**src/rtl/gpio_in_irq_if.sv**
```systemverilog
// Pin, configuration and status bundle between the GPIO register block (master)
// and the input-conditioning / interrupt stage (slave).
interface gpio_in_irq_if #(
  parameter int WIDTH = 16
);
  logic [WIDTH-1:0] portin;
  logic [WIDTH-1:0] inten;
  logic [WIDTH-1:0] inttype;
  logic [WIDTH-1:0] intpol;
  logic [WIDTH-1:0] intclr;
  logic [WIDTH-1:0] portin_sync;
  logic [WIDTH-1:0] gpioint;
  logic             combint;

  modport master (
    output portin, inten, inttype, intpol, intclr,
    input  portin_sync, gpioint, combint
  );

  modport slave (
    input  portin, inten, inttype, intpol, intclr,
    output portin_sync, gpioint, combint
  );
endinterface

```
**src/rtl/gpio_in_irq.sv**
```systemverilog
// GPIO input conditioning: synchronizer, optional debounce, edge/level interrupt status.
// Define GPIO_IN_IRQ_DEBOUNCE_EN to build the per-pin debounce filter.
module gpio_in_irq #(
  parameter int WIDTH       = 16,
  parameter int SYNC_STAGES = 2,
  parameter int DB_CYCLES   = 8
) (
  input  logic          clk,
  input  logic          rst,
  gpio_in_irq_if.slave  io_gpio
);

  localparam int ARM_MAX = SYNC_STAGES + 1;

  logic [WIDTH-1:0] r_sync [SYNC_STAGES];
  logic [WIDTH-1:0] w_s_sync;
  logic [WIDTH-1:0] w_filt;
  logic [WIDTH-1:0] r_prev;
  logic [WIDTH-1:0] w_rise;
  logic [WIDTH-1:0] w_fall;
  logic [WIDTH-1:0] w_edge_ev;
  logic [WIDTH-1:0] w_level_ev;
  logic [WIDTH-1:0] w_ev;
  logic [WIDTH-1:0] r_status;
  logic [WIDTH-1:0] w_status_nxt;
  logic [2:0]       r_arm_cnt;
  logic             w_armed;

  always_ff @(posedge clk) begin
    if (rst) begin
      for (int k = 0; k < SYNC_STAGES; k++) r_sync[k] <= '0;
    end else begin
      r_sync[0] <= io_gpio.portin;
      for (int k = 1; k < SYNC_STAGES; k++) r_sync[k] <= r_sync[k-1];
    end
  end

  assign w_s_sync = r_sync[SYNC_STAGES-1];

`ifdef GPIO_IN_IRQ_DEBOUNCE_EN
  logic [WIDTH-1:0] r_filt;
  logic [7:0]       r_db_cnt [WIDTH];

  // A pin's filtered value only follows s_sync after DB_CYCLES consecutive mismatches.
  always_ff @(posedge clk) begin
    if (rst) begin
      r_filt <= '0;
      for (int i = 0; i < WIDTH; i++) r_db_cnt[i] <= '0;
    end else begin
      for (int i = 0; i < WIDTH; i++) begin
        if (w_s_sync[i] != r_filt[i]) begin
          if (r_db_cnt[i] == 8'(DB_CYCLES - 1)) begin
            r_filt[i]   <= w_s_sync[i];
            r_db_cnt[i] <= '0;
          end else begin
            r_db_cnt[i] <= r_db_cnt[i] + 8'd1;
          end
        end else begin
          r_db_cnt[i] <= '0;
        end
      end
    end
  end

  assign w_filt = r_filt;
`else
  assign w_filt = w_s_sync;
`endif

  // Edges are ignored until the synchronizer has flushed its reset zeros.
  always_ff @(posedge clk) begin
    if (rst) begin
      r_prev    <= '0;
      r_arm_cnt <= '0;
    end else begin
      r_prev <= w_filt;
      if (!w_armed) r_arm_cnt <= r_arm_cnt + 3'd1;
    end
  end

  assign w_armed    = (r_arm_cnt == 3'(ARM_MAX));
  assign w_rise     = w_filt & ~r_prev;
  assign w_fall     = ~w_filt & r_prev;
  assign w_edge_ev  = ((io_gpio.intpol & w_rise) | (~io_gpio.intpol & w_fall)) & {WIDTH{w_armed}};
  assign w_level_ev = ~(io_gpio.intpol ^ w_filt);
  assign w_ev       = (io_gpio.inttype & w_edge_ev) | (~io_gpio.inttype & w_level_ev);

  // Edge status is sticky with set winning over clear; level status just tracks the event.
  assign w_status_nxt = io_gpio.inten &
                        ((io_gpio.inttype & (w_ev | (r_status & ~io_gpio.intclr))) |
                         (~io_gpio.inttype & w_ev));

  always_ff @(posedge clk) begin
    if (rst) r_status <= '0;
    else     r_status <= w_status_nxt;
  end

  assign io_gpio.portin_sync = w_filt;
  assign io_gpio.gpioint     = r_status;
  assign io_gpio.combint     = |r_status;

endmodule
```
**src/flat_wrapper.sv**
```systemverilog
// flat-port wrapper written by rule: the top's interface ports become plain ports
module gpio_in_irq_flat 
#(
  parameter int WIDTH       = 16,
  parameter int SYNC_STAGES = 2,
  parameter int DB_CYCLES   = 8
)
  (clk, rst, io_gpio_portin, io_gpio_inten, io_gpio_inttype, io_gpio_intpol, io_gpio_intclr, io_gpio_portin_sync, io_gpio_gpioint, io_gpio_combint);
  gpio_in_irq_if #(.WIDTH(WIDTH)) io_gpio_i ();
  input  logic clk;
  input  logic rst;
  input wire logic [$bits(io_gpio_i.portin)-1:0] io_gpio_portin;
  input wire logic [$bits(io_gpio_i.inten)-1:0] io_gpio_inten;
  input wire logic [$bits(io_gpio_i.inttype)-1:0] io_gpio_inttype;
  input wire logic [$bits(io_gpio_i.intpol)-1:0] io_gpio_intpol;
  input wire logic [$bits(io_gpio_i.intclr)-1:0] io_gpio_intclr;
  output wire logic [$bits(io_gpio_i.portin_sync)-1:0] io_gpio_portin_sync;
  output wire logic [$bits(io_gpio_i.gpioint)-1:0] io_gpio_gpioint;
  output wire logic [$bits(io_gpio_i.combint)-1:0] io_gpio_combint;
  assign io_gpio_i.portin = io_gpio_portin;
  assign io_gpio_i.inten = io_gpio_inten;
  assign io_gpio_i.inttype = io_gpio_inttype;
  assign io_gpio_i.intpol = io_gpio_intpol;
  assign io_gpio_i.intclr = io_gpio_intclr;
  assign io_gpio_portin_sync = io_gpio_i.portin_sync;
  assign io_gpio_gpioint = io_gpio_i.gpioint;
  assign io_gpio_combint = io_gpio_i.combint;
  gpio_in_irq #(.WIDTH(WIDTH), .SYNC_STAGES(SYNC_STAGES), .DB_CYCLES(DB_CYCLES)) u_core (.clk(clk), .rst(rst), .io_gpio(io_gpio_i));
endmodule
```
**config.mk**
```make
export PLATFORM = sky130hd
export DESIGN_NAME = gpio_in_irq_flat
export DESIGN_NICKNAME = d
export VERILOG_FILES = /design/src/rtl/gpio_in_irq_if.sv /design/src/rtl/gpio_in_irq.sv /design/src/flat_wrapper.sv
export SDC_FILE = /design/constraint.sdc
export NUM_CORES = 1
export LEC_CHECK = 0
export CAP_MARGIN = 20
export CORE_AREA = 5 5 87 89
export CTS_CLUSTER_DIAMETER = 30
export DETAILED_ROUTE_END_ITERATION = 10
export DIE_AREA = 0 0 92 94
export PLACE_DENSITY = 0.79
export SETUP_SLACK_MARGIN = 0.05
export SLEW_MARGIN = 10
export SYNTH_ARGS = -nofsm -noshare
export SYNTH_HDL_FRONTEND = slang
export SYNTH_SLANG_ARGS = --single-unit
```
**constraint.sdc**
```tcl
create_clock -name clk -period 1.7 [get_ports clk]
set_clock_uncertainty 0.05 [all_clocks]
set_input_delay 0.425 -clock clk [delete_from_list [all_inputs] [get_ports clk]]
set_output_delay 0.425 -clock clk [all_outputs]
set_load 0.005 [all_outputs]
```
After elaboration in Yosys (flattened, before gate mapping) --
Memory sizes are Yosys's and may differ from the RTL's. Cells that the tools add are included.
Operators by class: $add $sub $neg 1, multiply operators 0, div/mod/pow operators 0, order comparisons 0, eq/ne operators 1, shift-type cells 0, mux-type cells 5, bitwise operators 24, reductions and logical operators 1
Operator list (number):
- 16-bit bitwise AND | 11
- 16-bit inverter | 6
- 16-bit bitwise OR | 4
- 16-bit two-way mux | 2
- 16-bit OR reduction | 1
- 16-bit bitwise XOR | 1
- 3-bit by 1-bit adder with 3-bit output, second input constant | 1
- 3-bit by 2-bit equality test with 1-bit output, second input constant | 1
- 1-bit two-way mux | 3
- 1-bit bitwise OR | 2
Word-level totals: register bits after elaboration 35, latch bits 0, memory bits (writable) 32, memory bits (read-only) 0, bits of input ports 82, output and inout bits 33, logic and storage cells 36, memories 1
Memories:
- u_core.r_sync | words 2, bits a word 16, read ports 2, clocked after memory_dff 0, write ports 2, RTL line gpio_in_irq.sv:15 | logic [WIDTH-1:0] r_sync [SYNC_STAGES];

Longest topological paths before layout --
depth after elaboration 11, depth in mapped cells 7, gate-level depth less buffers 5

Least setup slack after synthesis --
Ideal clock, no wire load.
path type register -> register, from register u_core.r_arm_cnt[0], to register u_core.r_status[10], in the netlist u_core.io_gpio.gpioint[10], setup time 0.124 ns, arrival 1.258 ns, setup slack 0.268 ns, cell stages (with the launch flop) 7, buffers on the path 1, clock period less this slack 1.432 ns, cells stage by stage dfxtp_1 > ha_1 > ha_1 > buf_6 > and4b_1 > a31oi_1 > a31oi_1
Between the ends: longest elaborated chain between the ends 8, elaborated cells on any way between the ends 9, classes of those cells eq/ne (1); bitwise (8)
RTL lines:
- start, declared | RTL line gpio_in_irq.sv:26 | logic [2:0] r_arm_cnt;
- start signal, assigned | RTL line gpio_in_irq.sv:77 | if (!w_armed) r_arm_cnt <= r_arm_cnt + 3'd1;
- 3-bit by 2-bit equality test with 1-bit output (*) | RTL line gpio_in_irq.sv:81 | assign w_armed = (r_arm_cnt == 3'(ARM_MAX));
- 16-bit bitwise AND (*) | RTL line gpio_in_irq.sv:84 | assign w_edge_ev = ((io_gpio.intpol & w_rise) | (~io_gpio.intpol & w_fall)) & {WIDTH{w_armed}};
- 16-bit bitwise AND (*) | RTL line gpio_in_irq.sv:86 | assign w_ev = (io_gpio.inttype & w_edge_ev) | (~io_gpio.inttype & w_level_ev);
- 16-bit bitwise OR (*) | RTL line gpio_in_irq.sv:86
- 16-bit bitwise OR | RTL line gpio_in_irq.sv:90 | ((io_gpio.inttype & (w_ev | (r_status & ~io_gpio.intclr))) |
- 16-bit bitwise AND | RTL line gpio_in_irq.sv:90
- 16-bit bitwise OR (*) | RTL line gpio_in_irq.sv:90
- 16-bit bitwise AND (*) | RTL line gpio_in_irq.sv:89 | assign w_status_nxt = io_gpio.inten &
- end signal, assigned | RTL line gpio_in_irq.sv:95 | else r_status <= w_status_nxt;
- end, declared | RTL line gpio_in_irq.sv:24 | logic [WIDTH-1:0] r_status;
Mark *: on every way between the ends. The rest lies on a longest branch, timed or not. A chain may end at the register's enable or synchronous reset.

Final worst setup path --
from register u_core.r_status[14], in the netlist u_core.io_gpio.gpioint[14], to output io_gpio_combint
Between the ends: longest elaborated chain between the ends 1
RTL lines:
- 16-bit OR reduction | RTL line gpio_in_irq.sv:100 | assign io_gpio.combint = |r_status;
- end, declared | RTL line flat_wrapper.sv:19 | output wire logic [$bits(io_gpio_i.combint)-1:0] io_gpio_combint;
No other way between the ends.

==> impl_results.md <==
- Status: complete, but fails checks
- Pins over their slew limit: 0
- Worst path slowest cell: nor4_1
- Area share of fa/ha/maj cells after synthesis: 0.900%
- Fmax: 550 MHz
- Vias post-DR: 2348
- Simple-Gate Fraction of Synth Area: 28.0%
- Crit path kind: register to output port
- Rel. slew slack: 74.1%
- Synth async-reset ratio: 0%
- Core area: 6680 um2
- Max_cap viols: 0
- Cts bufs inserted: 9
- Int Pwr: 2910 uW
- Sink Count: 67
- Ys Warns: 0
- Post-synthesis xor/xnor area fraction: 5.35%
- Post-DP HPWL: 5200 um
- Clk network pwr share: 39.4%
- TritonCTS clock tree: done
- Power Dens Cells: 862 nW/um2
- Switching share of total power: 21.5%
- Sequential share of power: 45.7%
- Synth-to-Final Area Change: 54.6%
- Vias per cell: 4.76
- Fraction of layout instances using a drive strength above 1: 19.1%
- Initial drt markers: 64
- DRT Pass-1 Iters: 4
- Failing checks: setup timing
- Critical Path, Cell by Cell: nor4_1 > nand4_1 > buf_2
- Top-area cell type share of the netlist area: 48.2%
- Initial antenna violation count: 0
- Die X: 92 um
- Tmin final: 1.82 ns
- Filler instances: 552
- Placement Cell Area: 3970 um2
- Distinct cell type count after synthesis: 24
- Die height: 94 um
- Total die area: 8650 um2
- DRC: 0
- Seq/Total Area, Yosys: 48.2%
- Clock slew at reported path FFs: 0.07 ns
- Leakage: 0.00185 uW
- CP Buf/Inv Count: 1
- Detailed Route WL: 6960 um
- Initial Utilization: 41.6%
- Comb power frac: 14.9%
- Main synth FF type: dfxtp_1
- Compound-Gate Fraction of Synth Area: 10.2%
- Top post-synthesis cells by area: dfxtp_1 (48%), nor2b_1 (14%), a31oi_1 (7.0%)
- First-pass GRT wire length: 10600 um
- Rows: 30
- Number of global-route vias before repair: 2323
- Flop-to-flop setup slack: 0.12 ns
- Clk Latency, worst-skew pair: 0.32 ns
- Synth Area per Inst: 9.79 um2
- Post-synth EDFFs: 0
- Total negative slack: -0.119 ns
- Largest net degree at the start of global routing: 54
- Worst slew pin tran: 0.384 ns
- CP top delay family: simple AND/OR/NAND/NOR gates
- Placer Congestion: 0.852
- Total track usage: 15.6%
- Cell Area, Synth: 2780 um2
- Peak supply drop: 0.526 mV
- Clock root cell: clkbuf_8
- Critical Path AT: 1.34 ns
- Largest family of logic cells by synthesized area: simple AND/OR/NAND/NOR gates
- P_sw: 795 uW
- Yosys top cell by area: dfxtp_1
- # diodes: 0
- Drt wl/cell: 14.1 um
- Clock tree buffer depth: 2
- Post-layout util: 64.3%
- Final instance area: 4300 um2
- Worst min path class: register to register
- Mux cell area share after synthesis: 0.360%
- CP max stage delay: 0.39 ns
- I/O pins: 115
- Period utilization: 107%
- Number of synthesized register bits: 67
- Grt total ovfl: 0
- NumNets Final: 492
- Most frequent cells in the layout: clkdlybuf4s50_1 (81), nor2b_1 (64), dfxtp_1 (39), a31oi_1 (31)
- CP max FO: 2
- RSZ-0062 raised after global routing: yes
- Commonest non-fill, non-tap cell in the layout: clkdlybuf4s50_1
- CP Launch Type: register
- Mapped Cells: 284
- Setup violators final: 1
- Max H-tree Level: 3
- Final ANT Viol Nets: 0
- Number of port buffers: 114
- Final Hold Fails: 0
- Crit end category: output port
- Setup ws final: -0.119 ns
- CP Data Required Time: 1.22 ns
- Syn nets: 368
-- power groups by stage --
stage	registers, uW	clock network [uW]	logic [uW]
6_report	1690	1460	551
5_1_grt	1710	1570	600
4_1_cts	1690	1500	539
3_5_place_dp	1730	0	544
3_3_place_gp	1720	0	531
2_1_floorplan	1720	0	236
-- cells in the mapped netlist (all sizes together) (2+ instances only) --
master  count
dfxtp      67
and4b      15
clkbuf      5
o21ai      17
a31oi      31
xnor2      16
buf        21
nor2       19
nor2b      64
nor4        4
ha          2
nand2b     16
-- stage by stage --
stage                     std cells  power, uW  hold WS, ns  setup WS [ns]
after floorplan                 284       1960        0.364          0.268
after global placement          469       2260        0.367        -0.0954
after detailed placement        469       2270        0.371         -0.158
after CTS                       490       3730        0.387         -0.127
after global routing            493       3880        0.401         -0.192
final                           493       3710        0.384         -0.119
-- what timing repair did --
action,CTS,global route
setup buffers,5,2
pin swaps,1,1
gates cloned,0,1
resized for setup,60,11
hold buffers,0,0
endpoints found under the setup margin,33,15
hold endpoints to repair,0,0
-- layout make-up --
cell class	instances	area (um2)	share of cell area [%]
clock inverter	4	72.6	1.69
multi-input combinational	190	1260	29.4
sequential	67	1380	32.2
timing repair buffer	139	1320	30.7
clock buffer	12	155	3.61
tap	80	100	2.33
inverter	1	3.75	0.0873
-- state kept, by name, summed over array words and instances (netlist names) --
register,count
u_core.io_gpio.gpioint,16
u_core.r_arm_cnt,3
u_core.r_prev,16
u_core.r_sync,32
-- path summary, 6_finish.rpt --
kind,depth (start not counted),startpoint,endpoint
setup reg to reg,6,u_core.r_arm_cnt[0],u_core.io_gpio.gpioint[6]
hold / removal,1,u_core.r_sync[0][3],u_core.r_sync[0][19]
hold reg to reg,1,u_core.r_sync[0][3],u_core.r_sync[0][19]
setup / recovery,3,u_core.io_gpio.gpioint[14],io_gpio_combint
-- per-layer routing --
| layer | track usage (%) | wire (um) | share of wire, % | up-vias |
|---|---|---|---|---|
| met5 | 0 | 0 | 0 | - |
| met4 | 7.67 | 159 | 2.3 | 0 |
| met3 | 4.25 | 404 | 5.8 | 12 |
| met2 | 28.8 | 3700 | 53 | 58 |
| met1 | 16.3 | 2700 | 39 | 1062 |
| li1 | - | - | - | 1216 |
-- cells by family (layout without fill, tap and decap cells) --
family / Yosys count / after routing
AO/OA/AOI/OAI: 49 / 49
XOR/XNOR: 17 / 17
adder cells (fa/ha/maj): 2 / 2
buffers and inverters: 27 / 156
flip-flops: 67 / 67
multiplexers: 1 / 1
AND/OR/NAND/NOR: 121 / 121
No activity file was read; power rests on OpenSTA's default activity.
